===== config.mk =====
export PLATFORM = sky130hd
export DESIGN_NAME = udp_rx_filter
export DESIGN_NICKNAME = d
export VERILOG_FILES = /design/src/rtl/udp_pkg.sv /design/src/rtl/udp_port_match.sv /design/src/rtl/udp_rx_filter.sv
export SDC_FILE = /design/constraint.sdc
export NUM_CORES = 1
export LEC_CHECK = 0
export CAP_MARGIN = 20
export CORE_MARGIN = 1
export CORE_UTILIZATION = 55
export DETAILED_ROUTE_END_ITERATION = 10
export PLACE_DENSITY = 0.93
export SLEW_MARGIN = 20
export SYNTH_ARGS = -nofsm -noshare
export SYNTH_HDL_FRONTEND = slang
export SYNTH_SLANG_ARGS = --single-unit

===== constraint.sdc =====
create_clock -name clk -period 7.35 [get_ports clk]
set_clock_uncertainty 0.05 [all_clocks]
set_input_delay 2.205 -clock clk [delete_from_list [all_inputs] [get_ports clk]]
set_output_delay 2.205 -clock clk [all_outputs]
set_load 0.005 [all_outputs]

===== src/rtl/udp_pkg.sv =====
// Shared constants, state encoding and header field helper for the UDP receive filter.
package udp_pkg;

    localparam int UDP_HDR_BYTES = 8;

    // Byte offsets of the big-endian header fields
    localparam int OFF_SRC  = 0;
    localparam int OFF_DST  = 2;
    localparam int OFF_LEN  = 4;
    localparam int OFF_CSUM = 6;

    typedef enum logic [1:0] {
        ST_HDR     = 2'd0,
        ST_PAYLOAD = 2'd1,
        ST_DRAIN   = 2'd2
    } state_e;

    // Header bytes 0..5 sit in a 48-bit shift register, byte 0 in the top octet.
    function automatic logic [15:0] hdr_field(input logic [47:0] sh, input int off);
        return sh[(OFF_CSUM - 2 - off) * 8 +: 16];
    endfunction

endpackage


===== src/rtl/udp_port_match.sv =====
// Combinational priority match of a destination port against the local port table.
module udp_port_match #(
    parameter int N_PORTS = 4,
    parameter int IDX_W   = 2
) (
    input  logic [15:0]           dst,
    input  logic [16*N_PORTS-1:0] port_table,
    input  logic [N_PORTS-1:0]    port_en,
    output logic                  hit,
    output logic [IDX_W-1:0]      idx
);

    // Scan from the top so the lowest matching enabled entry is the one left standing
    always_comb begin
        hit = 1'b0;
        idx = '0;
        for (int i = N_PORTS - 1; i >= 0; i--) begin
            if (port_en[i] && (port_table[16*i +: 16] == dst)) begin
                hit = 1'b1;
                idx = IDX_W'(i);
            end else begin
                hit = hit;
            end
        end
    end

endmodule


===== src/rtl/udp_rx_filter.sv =====
// UDP receive filter: parses the 8-byte header, filters on destination port and
// forwards the payload through a single registered output stage.
module udp_rx_filter
    import udp_pkg::*;
#(
    parameter int N_PORTS = 4,
    parameter int CNT_W   = 16,
    localparam int IDX_W  = (N_PORTS > 1) ? $clog2(N_PORTS) : 1
) (
    input  logic                  clk,
    input  logic                  reset,
    input  logic [7:0]            s_tdata,
    input  logic                  s_tvalid,
    input  logic                  s_tlast,
    output logic                  s_tready,
    output logic [7:0]            m_tdata,
    output logic                  m_tvalid,
    output logic                  m_tlast,
    input  logic                  m_tready,
    input  logic [16*N_PORTS-1:0] port_table,
    input  logic [N_PORTS-1:0]    port_en,
    input  logic                  promisc,
    output logic                  hdr_valid,
    output logic [15:0]           src_port,
    output logic [15:0]           dst_port,
    output logic [15:0]           udp_len,
    output logic [IDX_W-1:0]      port_idx,
    output logic                  err_short,
    output logic                  err_len,
    output logic                  drop_port,
    output logic [CNT_W-1:0]      cnt_ok,
    output logic [CNT_W-1:0]      cnt_drop
);

    localparam logic [2:0]  LAST_BYTE = 3'(UDP_HDR_BYTES - 1);
    localparam logic [15:0] HDR_LEN   = 16'(UDP_HDR_BYTES);

    state_e             state_q, state_d;
    logic [2:0]         byte_cnt_q, byte_cnt_d;
    logic [47:0]        hdr_sh_q, hdr_sh_d;
    logic [15:0]        rem_q, rem_d;
    logic [7:0]         m_tdata_q, m_tdata_d;
    logic               m_tvalid_q, m_tvalid_d, m_tlast_q, m_tlast_d;
    logic               hdr_valid_q, hdr_valid_d;
    logic [15:0]        src_q, src_d, dst_q, dst_d, len_q, len_d;
    logic [IDX_W-1:0]   port_idx_q, port_idx_d;
    logic               err_short_q, err_short_d, err_len_q, err_len_d;
    logic               drop_port_q, drop_port_d;
    logic [CNT_W-1:0]   cnt_ok_q, cnt_ok_d, cnt_drop_q, cnt_drop_d;

    logic               s_ready_s, beat_s, ok_inc_s, drop_inc_s, hit_s;
    logic [IDX_W-1:0]   idx_s;
    logic [15:0]        dst_s, len_s;

    assign dst_s = hdr_field(hdr_sh_q, OFF_DST);
    assign len_s = hdr_field(hdr_sh_q, OFF_LEN);

    udp_port_match #(.N_PORTS(N_PORTS), .IDX_W(IDX_W)) u_match (
        .dst        (dst_s),
        .port_table (port_table),
        .port_en    (port_en),
        .hit        (hit_s),
        .idx        (idx_s)
    );

    // Next-state, output-stage and counter logic
    always_comb begin
        state_d     = state_q;
        byte_cnt_d  = byte_cnt_q;
        hdr_sh_d    = hdr_sh_q;
        rem_d       = rem_q;
        m_tdata_d   = m_tdata_q;
        m_tvalid_d  = m_tvalid_q;
        m_tlast_d   = m_tlast_q;
        src_d       = src_q;
        dst_d       = dst_q;
        len_d       = len_q;
        port_idx_d  = port_idx_q;
        hdr_valid_d = 1'b0;
        err_short_d = 1'b0;
        err_len_d   = 1'b0;
        drop_port_d = 1'b0;
        ok_inc_s    = 1'b0;
        drop_inc_s  = 1'b0;

        s_ready_s = (state_q == ST_PAYLOAD) ? (!m_tvalid_q || m_tready) : 1'b1;
        beat_s    = s_tvalid && s_ready_s;

        // A held beat retires on its own handshake whatever the parser is doing
        if (m_tvalid_q && m_tready) begin
            m_tvalid_d = 1'b0;
            m_tlast_d  = 1'b0;
        end else begin
            m_tvalid_d = m_tvalid_q;
        end

        case (state_q)
            ST_HDR: begin
                if (beat_s) begin
                    if (byte_cnt_q < 3'(OFF_CSUM)) begin
                        hdr_sh_d = {hdr_sh_q[39:0], s_tdata};
                    end else begin
                        hdr_sh_d = hdr_sh_q;
                    end
                    if (byte_cnt_q != LAST_BYTE) begin
                        if (s_tlast) begin
                            err_short_d = 1'b1;
                            drop_inc_s  = 1'b1;
                            byte_cnt_d  = 3'd0;
                        end else begin
                            byte_cnt_d  = byte_cnt_q + 3'd1;
                        end
                    end else begin
                        byte_cnt_d = 3'd0;
                        if (len_s < HDR_LEN) begin
                            err_len_d  = 1'b1;
                            drop_inc_s = 1'b1;
                            state_d    = s_tlast ? ST_HDR : ST_DRAIN;
                        end else if (!hit_s && !promisc) begin
                            drop_port_d = 1'b1;
                            drop_inc_s  = 1'b1;
                            state_d     = s_tlast ? ST_HDR : ST_DRAIN;
                        end else if (s_tlast && (len_s != HDR_LEN)) begin
                            // Datagram ended with the header yet promised a payload
                            err_short_d = 1'b1;
                            drop_inc_s  = 1'b1;
                            state_d     = ST_HDR;
                        end else begin
                            hdr_valid_d = 1'b1;
                            src_d       = hdr_field(hdr_sh_q, OFF_SRC);
                            dst_d       = dst_s;
                            len_d       = len_s;
                            port_idx_d  = hit_s ? idx_s : '0;
                            if (len_s == HDR_LEN) begin
                                ok_inc_s = 1'b1;
                                state_d  = s_tlast ? ST_HDR : ST_DRAIN;
                            end else begin
                                state_d  = ST_PAYLOAD;
                                rem_d    = len_s - HDR_LEN;
                            end
                        end
                    end
                end else begin
                    hdr_sh_d = hdr_sh_q;
                end
            end
            ST_PAYLOAD: begin
                if (beat_s) begin
                    m_tdata_d  = s_tdata;
                    m_tvalid_d = 1'b1;
                    m_tlast_d  = (rem_q == 16'd1) || s_tlast;
                    rem_d      = rem_q - 16'd1;
                    if (rem_q == 16'd1) begin
                        ok_inc_s = 1'b1;
                        state_d  = s_tlast ? ST_HDR : ST_DRAIN;
                    end else if (s_tlast) begin
                        err_short_d = 1'b1;
                        drop_inc_s  = 1'b1;
                        state_d     = ST_HDR;
                    end else begin
                        state_d     = ST_PAYLOAD;
                    end
                end else begin
                    state_d = ST_PAYLOAD;
                end
            end
            ST_DRAIN: begin
                if (beat_s && s_tlast) begin
                    state_d = ST_HDR;
                end else begin
                    state_d = ST_DRAIN;
                end
            end
            default: begin
                state_d    = ST_HDR;
                byte_cnt_d = 3'd0;
            end
        endcase

        if (ok_inc_s && (cnt_ok_q != {CNT_W{1'b1}})) begin
            cnt_ok_d = cnt_ok_q + CNT_W'(1);
        end else begin
            cnt_ok_d = cnt_ok_q;
        end
        if (drop_inc_s && (cnt_drop_q != {CNT_W{1'b1}})) begin
            cnt_drop_d = cnt_drop_q + CNT_W'(1);
        end else begin
            cnt_drop_d = cnt_drop_q;
        end
    end

    // State and output registers
    always_ff @(posedge clk) begin
        if (reset) begin
            state_q     <= ST_HDR;
            byte_cnt_q  <= 3'd0;
            hdr_sh_q    <= 48'd0;
            rem_q       <= 16'd0;
            m_tdata_q   <= 8'd0;
            m_tvalid_q  <= 1'b0;
            m_tlast_q   <= 1'b0;
            hdr_valid_q <= 1'b0;
            src_q       <= 16'd0;
            dst_q       <= 16'd0;
            len_q       <= 16'd0;
            port_idx_q  <= '0;
            err_short_q <= 1'b0;
            err_len_q   <= 1'b0;
            drop_port_q <= 1'b0;
            cnt_ok_q    <= '0;
            cnt_drop_q  <= '0;
        end else begin
            state_q     <= state_d;
            byte_cnt_q  <= byte_cnt_d;
            hdr_sh_q    <= hdr_sh_d;
            rem_q       <= rem_d;
            m_tdata_q   <= m_tdata_d;
            m_tvalid_q  <= m_tvalid_d;
            m_tlast_q   <= m_tlast_d;
            hdr_valid_q <= hdr_valid_d;
            src_q       <= src_d;
            dst_q       <= dst_d;
            len_q       <= len_d;
            port_idx_q  <= port_idx_d;
            err_short_q <= err_short_d;
            err_len_q   <= err_len_d;
            drop_port_q <= drop_port_d;
            cnt_ok_q    <= cnt_ok_d;
            cnt_drop_q  <= cnt_drop_d;
        end
    end

    assign s_tready  = s_ready_s;
    assign m_tdata   = m_tdata_q;
    assign m_tvalid  = m_tvalid_q;
    assign m_tlast   = m_tlast_q;
    assign hdr_valid = hdr_valid_q;
    assign src_port  = src_q;
    assign dst_port  = dst_q;
    assign udp_len   = len_q;
    assign port_idx  = port_idx_q;
    assign err_short = err_short_q;
    assign err_len   = err_len_q;
    assign drop_port = drop_port_q;
    assign cnt_ok    = cnt_ok_q;
    assign cnt_drop  = cnt_drop_q;

endmodule


* Word level (Yosys, flattened, before mapping)
Index checks and enable logic that the tools add are counted.
** Word-level totals
- Register bits after elaboration :: 165
- Latch bits :: 0
- Memory bits (writable) :: 0
- Bits in read-only memories :: 0
- Bits of input ports :: 82
- Output and inout port bits :: 97
- Logic and storage cells :: 144
- Memories :: 0
** Operators by class
- Add/subtract/negate cells :: 5
- Multipliers :: 0
- Div/mod/pow operators :: 0
- Order comparisons :: 2
- Equality and inequality tests :: 19
- Shifts and indexed selects :: 0
- Multiplexer cells :: 66
- Bitwise operators :: 7
- Reductions and logical operators :: 28
** Operator list (number)
- $mux W16 :: 7
- $eq A16 B16 Y1 :: 4
- $mux W1 :: 35
- $add A16 B1 Y16 const B :: 2
- $ne A16 B16 Y1 const B :: 2
- $pmux W16 S2 :: 1
- $mux W2 :: 15
- $eq A16 B1 Y1 const B :: 1
- $eq A16 B4 Y1 const B :: 1
- $lt A16 B4 Y1 const B :: 1
- $ne A16 B4 Y1 const B :: 1
- $sub A16 B1 Y16 const B :: 1
- $sub A16 B4 Y16 const B :: 1
- $ne A2 B2 Y1 const B :: 7
- $logic_and A1 B1 Y1 :: 11
- $mux W3 :: 3
- $reduce_and A8 Y1 :: 1
- $not A1 Y1 :: 7
- $pmux W1 S2 :: 3
- $pmux W2 S3 :: 1
- $pmux W3 S2 :: 1
- $reduce_and A2 Y1 :: 3
- $reduce_and A6 Y1 :: 1
- $reduce_or A6 Y1 :: 1
- other kinds (13) :: 16

* Longest topological paths before layout
Gate-level depths: netlist (run 1).
- Word-level depth :: 14
- Depth in mapped cells :: 11
- Gate-level depth less buffers :: 9

* Modules after synthesis
A second synthesis (run 1) with hierarchy kept.
** Second synthesis, totals
- Cells, all modules :: 1017
- Area, all modules :: 7973.9 sq um
** Modules (own cells, without submodules)
- udp_rx_filter :: instances 1, cells an instance 922, area an instance 7208.2 sq um, seq. area each 3303.2 sq um
- udp_port_match :: instances 1, cells an instance 95, area an instance 765.7 sq um, seq. area each 0.0 sq um

* Least setup slack after synthesis (run 1)
Ideal clock, no wire load.
- Kind :: input to output
- From :: input port m_tready
- To :: output port s_tready
- Arrival :: 2.421 ns
- Required time :: 5.095 ns
- Setup slack :: 2.674 ns
- Stages on the path :: 2
- Path buffers :: 0
- Cells stage by stage :: nor2b_1 nand2_1
** On the way
- Word-level cells in the longest chain between the ends :: 2
** RTL lines
- start: declaration :: RTL line udp_rx_filter.sv:19 : input logic m_tready,
- $logic_or A1 B1 Y1 :: RTL line udp_rx_filter.sv:86 : s_ready_s = (state_q == ST_PAYLOAD) ? (!m_tvalid_q || m_tready) : 1'b1;
- $mux W1 :: RTL line udp_rx_filter.sv:86
- end: declaration :: RTL line udp_rx_filter.sv:15 : output logic s_tready,
No other way between the ends.

* Worst setup path after layout (run 1)
Ends and elaborated chain as after synthesis.

==> results of run 1 <==
[registers in the layout, summed over array words and instances, names as in the netlist, 8 cells and up]
name	cells
cnt_drop	16
cnt_ok	16
dst_port	16
hdr_sh_q	48
m_tdata	8
rem_q	16
src_port	16
udp_len	16
[tightest hold or removal path, stage by stage (launching register included)]
cell	delay, ns
dfxtp_1	0.31
nand2_1	0.05
a21oi_1	0.05
[cell usage in the layout, fill, tap and decap left out, types with 4 or more instances in the layout]
master	synthesis	routed
a211oi_1	6	6
clkbuf_16	0	17
nand3_1	26	26
nand2b_1	6	6
xnor2_1	16	16
or4_1	9	9
nand4_1	15	15
o211ai_1	9	9
ha_1	11	11
xor2_1	67	67
mux2i_1	50	50
mux2_1	4	4
and2_1	4	4
and3_1	7	7
o21ai_0	23	23
o31ai_1	11	11
nor3_1	19	18
inv_6	0	5
dfxtp_1	165	165
or3_1	12	12
o31a_1	4	4
buf_4	6	8
nor4_1	16	16
nor2_1	83	83
inv_1	15	15
o22ai_1	5	4
nor2b_1	10	10
clkdlybuf4s50_1	0	177
or4_4	4	4
a21oi_1	102	101
nand2_1	163	163
[kinds of logic (layout without fill, tap and decap cells)]
family                     after synthesis  count (layout)
DFF                                    165             165
xor gates and xnor gates                83              83
buffers and inverters                   82             232
adders and majority gates               11              11
muxes                                   55              55
AOI/OAI and AO/OA                      186             186
and+or+nand+nor                        388             388
[cell usage after synthesis (7+ instances only)]
master and number:
or3_1 12, buf_2 19, nor2_1 83, o31ai_1 11
a21oi_1 102, xnor2_1 16, nand3_1 26, nor2b_1 10
inv_1 15, nor3_1 19, and3_1 7, xor2_1 67
o21ai_0 23, nand4_1 15, o211ai_1 9, mux2i_1 50
clkbuf_1 35, or4_1 9, nor4_1 16, nand2_1 163
dfxtp_1 165, ha_1 11
[routing by layer]
layer,routed length [microns],up-vias,GRT usage (%)
met3,1730,78,7.98
met2,11000,316,48.0
met5,0,-,0
met4,970,0,15.9
met1,9270,3618,36.5
li1,-,3632,-
[through the flow]
step	hold WS, ns	cell area, sq um
final	0.410	10400
after global routing	0.426	10400
after CTS	0.406	10400
after detailed placement	0.399	9830
after global placement	0.393	9830
after floorplan	0.386	8090
[layout make-up]
| cell class | count | area, sq um | share of cell area [%] |
|---|---|---|---|
| multi-input cells | 723 | 4430 | 42.6 |
| flip-flops and latches | 165 | 3300 | 31.7 |
| repair buffers | 185 | 1830 | 17.6 |
| clock buffers | 18 | 439 | 4.22 |
| well taps | 180 | 225 | 2.16 |
| clock inverters | 14 | 115 | 1.11 |
| inverters | 15 | 56.3 | 0.541 |
[power by group through the flow]
stage                     logic, uW  clock network [uW]  registers [uW]
after floorplan                80.9                   0             925
after global placement          140                   0             933
after detailed placement        144                   0             934
after CTS                       146                 842             913
after global routing            159                 882             914
final                           147                 835             914
[final timing paths]
kind,end,slack (ns),cells past startpoint
setup / recovery,s_tready,1.68,4
hold / removal,hdr_sh_q[46],0.41,2
setup reg to reg,src_port[4],3.92,9
hold reg to reg,hdr_sh_q[46],0.41,2
==> flow_metrics.env, run 1 <==
export IMPL_final_cells=1300
export IMPL_worst_ep_required_time_ns=5.10
export IMPL_period_needed_ns=5.67
export IMPL_cts_root_buf="clkbuf_16"
export IMPL_path_common_cell="clkdlybuf4s50_1"
export IMPL_yosysUniqueCellTypes=65
export IMPL_place_congestion=0.878
export IMPL_arrival_ns=3.42
export IMPL_internal_power_uw=1420
export IMPL_utilization_pct=73.8
export IMPL_crit_type="input port to primary output"
export IMPL_post_cts_buffers=0
export IMPL_fin_setup_tns_ns=0
export IMPL_synth_xor_xnor_area_share_pct=8.99
export IMPL_netSwitchingPower_uw=474
export IMPL_dp_slack_ns=1.66
export IMPL_path_buf_inv=2
export IMPL_synthAdderAreaFrac_pct=1.70
export IMPL_swShare_pct=25.0
export IMPL_grt_ovfl_total=0
export IMPL_initial_core_util_pct=57.4
export IMPL_p_seq_share_pct=48.2
export IMPL_final_max_slew_viol_count=0
export IMPL_post_drt_wl_per_cell_microns=17.7
export IMPL_cellPowerDensity_nw_per_um2=182
export IMPL_critical_path_top_delay_family="buffers and inverters"
export IMPL_yosysTopAreaCellShare_pct=40.8
export IMPL_h_tree_depth=4
export IMPL_p_leak_uw=0.00371
export IMPL_pwr_share_comb_pct=7.8
export IMPL_via_count=7644
export IMPL_rows=43
export IMPL_antenna_found_initial=0
export IMPL_max_vdd_ir_drop_mv=0.157
export IMPL_worstHoldStart="hdr_sh_q[46]"
export IMPL_rsz0062_at_grt="no"
export IMPL_clockPowerShare_pct=44.0
export IMPL_startpoint="m_tready"
export IMPL_synth_edff_count=0
export IMPL_avgViaCountPerCell=5.88
export IMPL_fill_cells=994
export IMPL_async_reset_ff_share_pct=0
export IMPL_synth_main_ff_cell="dfxtp_1"
export IMPL_cts_buffers=17
export IMPL_synth_top_family_by_area="simple AND/OR/NAND/NOR gates"
export IMPL_fin_crit_sh_pct=77.2
export IMPL_cap_violations=0
export IMPL_ys_ff_latch=165
export IMPL_max_freq_mhz=176
export IMPL_netlist_top_cells_area="dfxtp_1 41%, nand2_1 7.6%, xor2_1 7.3%, a21oi_1 6.3%, mux2i_1 6.2%"
export IMPL_syn_area_sq_um=8090
export IMPL_die_height_microns=123
export IMPL_dp_cells=1268
export IMPL_synth_warnings=0
export IMPL_insertion_delay_ns=0.43
export IMPL_place_port_buffers=178
export IMPL_setup_viol=0
export IMPL_dp_hpwl_microns=15800
export IMPL_syn_area_per_cell_sq_um=8.34
export IMPL_ys_seq_area_share_pct=40.8
export IMPL_grt_max_degree=62
export IMPL_num_nets_final=1200
export IMPL_area_growth_pct=28.6
export IMPL_synth_simple_area_share_pct=22.7
export IMPL_hold_viol_final=0
export IMPL_drive_gt1_share_pct=5.54
export IMPL_grt_pass1_vias=7043
export IMPL_synth_compound_area_share_pct=14.1
export IMPL_drtAntennaViolNets=0
export IMPL_post_synth_mux_area_share_pct=6.88
export IMPL_clock_sinks=165
export IMPL_tritoncts="yes"
export IMPL_yosysTopAreaCell="dfxtp_1"
export IMPL_cp_end_kind="primary output"
export IMPL_power_total_uw=1900
export IMPL_io_pins=179
export IMPL_cp_start_kind="input port"
export IMPL_dr_pass1_iters=5
export IMPL_status="completed"
export IMPL_coreArea_sq_um=14100
export IMPL_crit_chain="clkdlybuf4s50_1 -> nor2b_1 -> nand2_1 -> clkdlybuf4s50_1"
export IMPL_hp_class="flip-flop to flip-flop"
export IMPL_clockBufferDepth=2
export IMPL_grt_pass1_wl_microns=34900
export IMPL_drc=0
export IMPL_cp_slowest_cell="clkdlybuf4s50_1"
export IMPL_dieArea_sq_um=15200
export IMPL_synth_cells=970
export IMPL_slowest_delay_ns=0.48
export IMPL_cts_reportedPaths_clkPinSlew_ns=0.07
export IMPL_holdBufCountCts=0
export IMPL_drt_iter0_markers=767
export IMPL_diodes=0
export IMPL_reg2reg_from="hdr_sh_q[27]"
export IMPL_cts_resized=0
export IMPL_grt_usage_pct=29.9
export IMPL_synth_nets=1063
export IMPL_worstMarginPinSlew_ns=0.809
export IMPL_wl_microns=23000
export IMPL_slew_limit_headroom_pct=46.1
export IMPL_die_w_microns=123
export IMPL_cp_max_fo=3
export IMPL_worst_slack_ns=1.68
No activity file was read; power rests on OpenSTA's default activity.
==> run 2, diff against run 1 <==
Settings changed: CORE_UTILIZATION 55 to 46, PLACE_DENSITY 0.93 to 0.84.
Clock period 7.35 ns to 4.98 ns, I/O delays scaled along.
==> run 2 against run 1 <==
  * Critical path depth stayed put
  * Worst hold slack worse by 0.0056 ns
  * Sequential share of layout area is 0.41 points lower
  * Count of clock-buffer cells in the layout is 1 higher
  * Non-clock buffer count is 5 higher
  * Final cell count is 3.8% higher
  * Via count is 3.3% lower
  * Routed wire length is 4.5% lower
  * Largest cell class unchanged
==> flow_metrics.env, run 2 (synthesis results as in run 1) <==
export IMPL_hp_class="flip-flop to flip-flop"
export IMPL_grt_pass1_vias=6757
export IMPL_worstMarginPinSlew_ns=0.782
export IMPL_fin_setup_tns_ns=0
export IMPL_insertion_delay_ns=0.42
export IMPL_via_count=7390
export IMPL_drtAntennaViolNets=0
export IMPL_place_port_buffers=178
export IMPL_worst_slack_ns=0.664
export IMPL_final_cell_mix="177 x clkdlybuf4s50_1, 165 x dfxtp_1, 163 x nand2_1"
export IMPL_internal_power_uw=2190
export IMPL_setup_viol=0
export IMPL_largest_register="hdr_sh_q"
export IMPL_final_common_cell="clkdlybuf4s50_1"
export IMPL_power_total_uw=2880
export IMPL_cp_max_fo=3
export IMPL_grt_max_degree=62
export IMPL_cp_slowest_cell="clkdlybuf4s50_1"
export IMPL_num_nets_final=1205
export IMPL_grt_ovfl_total=0
export IMPL_drt_iter0_markers=609
export IMPL_holdBufCountCts=0
export IMPL_drc=0
export IMPL_dr_pass1_iters=8
export IMPL_clockPowerShare_pct=45.6
export IMPL_cellPowerDensity_nw_per_um2=273
export IMPL_worst_ep_required_time_ns=3.44
export IMPL_initial_core_util_pct=46.9
export IMPL_antenna_found_initial=0
export IMPL_wl_microns=22000
export IMPL_final_cells=1350
export IMPL_dp_cells=1318
export IMPL_h_tree_depth=4
export IMPL_p_leak_uw=0.00374
export IMPL_swShare_pct=23.7
export IMPL_pwr_share_comb_pct=7.5
export IMPL_largest_reg_flops=48
export IMPL_cp_start_kind="input port"
export IMPL_tritoncts="yes"
export IMPL_dieArea_sq_um=18100
export IMPL_diodes=0
export IMPL_avgViaCountPerCell=5.47
export IMPL_cts_resized=0
export IMPL_fill_cells=1457
export IMPL_p_seq_share_pct=46.8
export IMPL_slowest_delay_ns=0.48
export IMPL_clockBufferDepth=2
export IMPL_cap_violations=0
export IMPL_arrival_ns=2.77
export IMPL_cts_reportedPaths_clkPinSlew_ns=0.06
export IMPL_die_w_microns=135
export IMPL_fin_crit_sh_pct=86.7
export IMPL_crit_chain="clkdlybuf4s50_1 -> nor2b_1 -> nand2_1 -> clkdlybuf4s50_1"
export IMPL_dp_slack_ns=0.500
export IMPL_rows=48
export IMPL_path_common_cell="clkdlybuf4s50_1"
export IMPL_cp_end_kind="primary output"
export IMPL_rsz0062_at_grt="no"
export IMPL_status="completed"
export IMPL_coreArea_sq_um=17200
export IMPL_max_freq_mhz=232
export IMPL_die_height_microns=135
export IMPL_grt_pass1_wl_microns=34200
export IMPL_dp_hpwl_microns=15300
export IMPL_io_pins=179
export IMPL_post_drt_wl_per_cell_microns=16.3
export IMPL_hold_viol_final=0
export IMPL_crit_type="input port to primary output"
export IMPL_clock_sinks=165
export IMPL_period_needed_ns=4.32
export IMPL_drive_gt1_share_pct=5.69
export IMPL_area_growth_pct=30.3
export IMPL_max_vdd_ir_drop_mv=0.251
export IMPL_post_cts_buffers=0
export IMPL_cts_buffers=17
export IMPL_grt_usage_pct=24.0
export IMPL_final_max_slew_viol_count=0
export IMPL_slew_limit_headroom_pct=47.4
export IMPL_cts_root_buf="clkbuf_16"
export IMPL_netSwitchingPower_uw=683
export IMPL_place_congestion=0.879
run 2: cell count changes in the layout (fill, tap and decap cells not counted), sizes merged:
cell	previous run	this run
clkbuf	18	19
inv	22	18
clkinv	6	4
buf	8	13
bufinv	0	2
clkinvlp	1	4
run 2: worst max-delay path, delay by kind of cell:
family,cells,cell delay (ns)
and+or+nand+nor,2,0.35
buffers and inverters,2,0.92
run 2: stage by stage:
| stage | hold WS [ns] | utilization, % | area, sq um |
|---|---|---|---|
| after floorplan | 0.386 | - | 8090 |
| after global placement | 0.392 | 57.7 | 9950 |
| after detailed placement | 0.399 | 57.7 | 9950 |
| after CTS | 0.408 | 61.1 | 10500 |
| after global routing | 0.431 | 61.1 | 10500 |
| final | 0.404 | 61.1 | 10500 |
run 2: area by class of cell:
class                   count  area (sq um)  share of cell area, %
multi-input cells         723          4410                   41.9
flip-flops and latches    165          3300                   31.3
repair buffers            190          1890                   18.0
clock buffers              19           443                   4.20
well taps                 225           282                   2.67
clock inverters            13           148                   1.40
inverters                  15          56.3                  0.534
run 2: final timing paths:
path,start,to,slack [ns],depth (start not counted)
worst max-delay path,m_tready,s_tready,0.66,4
worst min-delay path,m_tdata[2],m_tdata[2],0.40,2
worst max register to register,hdr_sh_q[16],rem_q[14],1.74,8
worst min register to register,m_tdata[2],m_tdata[2],0.40,2
run 2: routing by layer:
layer	part of all wire (%)	vias up	track usage (%)	wire [microns]
li1	-	3632	-	-
met1	44	3457	31.7	9710
met2	47	271	38.2	10300
met3	7.2	30	5.74	1580
met4	2.0	0	8.49	442
met5	0	-	0	0
run 2: power by group through the flow:
stage	Sequential, uW	Combinational [uW]	Clock (uW)
finish	1350	217	1310
global route	1350	235	1390
CTS	1350	215	1330
floorplan	1370	119	0
global placement	1380	210	0
detailed placement	1380	214	0
==> run 3, diff against run 2 <==
Settings changed: CORE_ASPECT_RATIO from default to 0.75, SYNTH_HIERARCHICAL from default to 1.
==> run 3 against run 2 <==
  * Sequential power about the same
  * Routed wire length is 4.9% higher
  * Worst hold slack got worse by 0.0011 ns
  * Combinational power rose by 6%
  * Largest power group unchanged
  * Maximum frequency decreased by 2.9%
  * Setup slack worse by 0.13 ns
  * Power up 1.6%
  * Non-clock buffer count grew 1
  * Via count rose by 5.5%
  * Count of clock-buffer cells in the layout shrank 2
  * Cell area about the same
  * Final cell count up 3.4%
==> flow_metrics.env, run 3 <==
export IMPL_status="completed"
export IMPL_p_seq_share_pct=46.2
export IMPL_final_max_slew_viol_count=0
export IMPL_crit_type="input port to primary output"
export IMPL_post_dp_cell_area_sq_um=9920
export IMPL_worst_ep_required_time_ns=3.44
export IMPL_avgViaCountPerCell=5.58
export IMPL_h_tree_depth=4
export IMPL_wl_microns=23100
export IMPL_place_congestion=0.895
export IMPL_pwr_share_comb_pct=7.9
export IMPL_max_freq_mhz=225
export IMPL_cp_max_fo=4
export IMPL_slowest_delay_ns=0.55
export IMPL_synth_edff_count=0
export IMPL_dr_pass1_iters=5
export IMPL_ys_seq_area_share_pct=41.4
export IMPL_dp_hpwl_microns=16200
export IMPL_drt_iter0_markers=751
export IMPL_postLayoutCellArea_sq_um=10500
export IMPL_grt_usage_pct=25.8
export IMPL_cts_root_buf="clkbuf_16"
export IMPL_via_count=7793
export IMPL_synth_nets=1110
export IMPL_ys_ff_latch=165
export IMPL_clockPowerShare_pct=45.9
export IMPL_synth_cells=1017
export IMPL_tritoncts="yes"
export IMPL_diodes=0
export IMPL_initial_core_util_pct=47.2
export IMPL_final_cell_mix="254 x nand2_1, 177 x clkdlybuf4s50_1, 165 x dfxtp_1"
export IMPL_grt_pass1_wl_microns=36400
export IMPL_netlist_top_cells_area="dfxtp_1 41%, nand2_1 12%, a21oi_1 8.7%, xnor2_1 8.2%, nor2_1 2.9%"
export IMPL_rsz0062_at_grt="no"
export IMPL_grt_pass1_vias=7132
export IMPL_period_needed_ns=4.45
export IMPL_holdBufCountCts=0
export IMPL_cp_slowest_cell="clkdlybuf4s50_1"
export IMPL_clock_sinks=165
export IMPL_synth_main_ff_cell="dfxtp_1"
export IMPL_netSwitchingPower_uw=787
export IMPL_die_w_microns=154
export IMPL_largest_reg_flops=48
export IMPL_max_vdd_ir_drop_mv=0.188
export IMPL_async_reset_ff_share_pct=0
export IMPL_grt_max_degree=114
export IMPL_yosysMostFrequentCell="nand2_1"
export IMPL_slew_limit_headroom_pct=34.9
export IMPL_clockBufferDepth=2
export IMPL_post_cts_buffers=0
export IMPL_yosysTopAreaCellShare_pct=41.4
export IMPL_dieArea_sq_um=17900
export IMPL_final_common_cell="nand2_1"
export IMPL_syn_area_sq_um=7970
export IMPL_arrival_ns=2.90
export IMPL_cellPowerDensity_nw_per_um2=277
export IMPL_place_port_buffers=178
export IMPL_io_pins=179
export IMPL_coreArea_sq_um=16900
export IMPL_num_nets_final=1261
export IMPL_die_height_microns=116
export IMPL_worstMarginPinSlew_ns=0.968
export IMPL_cts_reportedPaths_clkPinSlew_ns=0.08
export IMPL_synth_warnings=6
export IMPL_grt_ovfl_total=0
export IMPL_fin_setup_tns_ns=0
export IMPL_drc=0
export IMPL_internal_power_uw=2140
export IMPL_hold_viol_final=0
export IMPL_drtAntennaViolNets=0
export IMPL_utilization_pct=62.5
export IMPL_cap_violations=0
export IMPL_fin_crit_sh_pct=89.3
export IMPL_cts_resized=0
export IMPL_cp_start_kind="input port"
export IMPL_crit_chain="clkdlybuf4s50_1 -> and3b_1 -> inv_1 -> clkdlybuf4s50_1"
export IMPL_yosysTopAreaCell="dfxtp_1"
export IMPL_rows=41
export IMPL_drive_gt1_share_pct=5.59
export IMPL_cp_end_kind="primary output"
export IMPL_cts_buffers=17
export IMPL_insertion_delay_ns=0.44
export IMPL_p_leak_uw=0.00344
export IMPL_synth_common_cells="254 x nand2_1, 165 x dfxtp_1, 138 x a21oi_1"
export IMPL_hp_class="flip-flop to flip-flop"
export IMPL_swShare_pct=26.9
export IMPL_r2r_slack_ns=1.53
export IMPL_fill_cells=1421
export IMPL_path_common_cell="clkdlybuf4s50_1"
export IMPL_largest_register="hdr_sh_q"
export IMPL_post_drt_wl_per_cell_microns=16.5
export IMPL_setup_viol=0
export IMPL_area_growth_pct=32.2
export IMPL_yosysUniqueCellTypes=65
export IMPL_antenna_found_initial=0
export IMPL_syn_area_per_cell_sq_um=7.84
## run 3: cell count changes after synthesis, moves of 8 or more
| cell | delta |
|---|---|
| nor3_1 | -10 |
| or3_1 | -8 |
| nand2_1 | +91 |
| clkbuf_1 | +13 |
| xnor2_1 | +59 |
| buf_2 | -11 |
| xor2_1 | -46 |
| a22oi_1 | +9 |
| mux2i_1 | -48 |
| nor2b_1 | -8 |
| nor2_1 | -21 |
| a21oi_1 | +36 |
## run 3: cell type report
class / count / area (sq um) / area share [%]
Multi-Input combinational cell: 776 / 4400 / 41.7
Sequential cell: 165 / 3300 / 31.3
Timing Repair Buffer: 191 / 1890 / 18.0
Clock buffer: 17 / 425 / 4.03
Tap cell: 215 / 269 / 2.55
Clock inverter: 15 / 191 / 1.82
Inverter: 17 / 63.8 / 0.605
## run 3: cells by family after synthesis
| group | count (synthesis) | synth area share, % |
|---|---|---|
| xor+xnor | 96 | 10.5 |
| buf+inv | 76 | 3.70 |
| fa+ha+maj | 11 | 1.73 |
| compound gates | 219 | 16.1 |
| flops | 165 | 41.4 |
| mux | 2 | 0.251 |
| simple gates | 448 | 26.2 |
## run 3: path summary, 6_finish.rpt
check | start | end | cells after the start
setup / recovery | m_tready | s_tready | 4
hold / removal | hdr_sh_q[45] | src_port[13] | 2
setup reg to reg | hdr_sh_q[16] | cnt_ok[10] | 12
hold reg to reg | hdr_sh_q[45] | src_port[13] | 2
## run 3: metal layers
| layer | routed length (microns) | vias to the layer above | share of wire [%] | global-route usage, % |
|---|---|---|---|---|
| li1 | - | 3804 | - | - |
| met1 | 10400 | 3640 | 45 | 36.1 |
| met2 | 10400 | 297 | 45 | 38.8 |
| met3 | 1750 | 52 | 7.6 | 5.98 |
| met4 | 491 | 0 | 2.1 | 9.53 |
| met5 | 0 | - | 0 | 0 |
## run 3: power groups by stage
| stage | sequential, uW | clock [uW] | combinational (uW) |
|---|---|---|---|
| 4_1_cts | 1350 | 1360 | 228 |
| 5_1_grt | 1350 | 1430 | 249 |
| 3_3_place_gp | 1380 | 0 | 223 |
| 3_5_place_dp | 1380 | 0 | 227 |
| 6_report | 1350 | 1340 | 231 |
| 2_1_floorplan | 1370 | 0 | 131 |
## run 3: metrics by stage
stage,std cells,power [uW],setup slack [ns],hold WS (ns)
after floorplan,1017,1500,1.10,0.382
after CTS,1396,2940,0.530,0.401
after global routing,1396,3030,0.471,0.421
after global placement,1364,1600,0.411,0.391
after detailed placement,1364,1610,0.326,0.397
final,1396,2920,0.533,0.403
## run 3: critical path: cells and delay by family
kind                   cells  cell delay (ns)
buffers and inverters      3             1.19
AND/OR/NAND/NOR            1             0.22
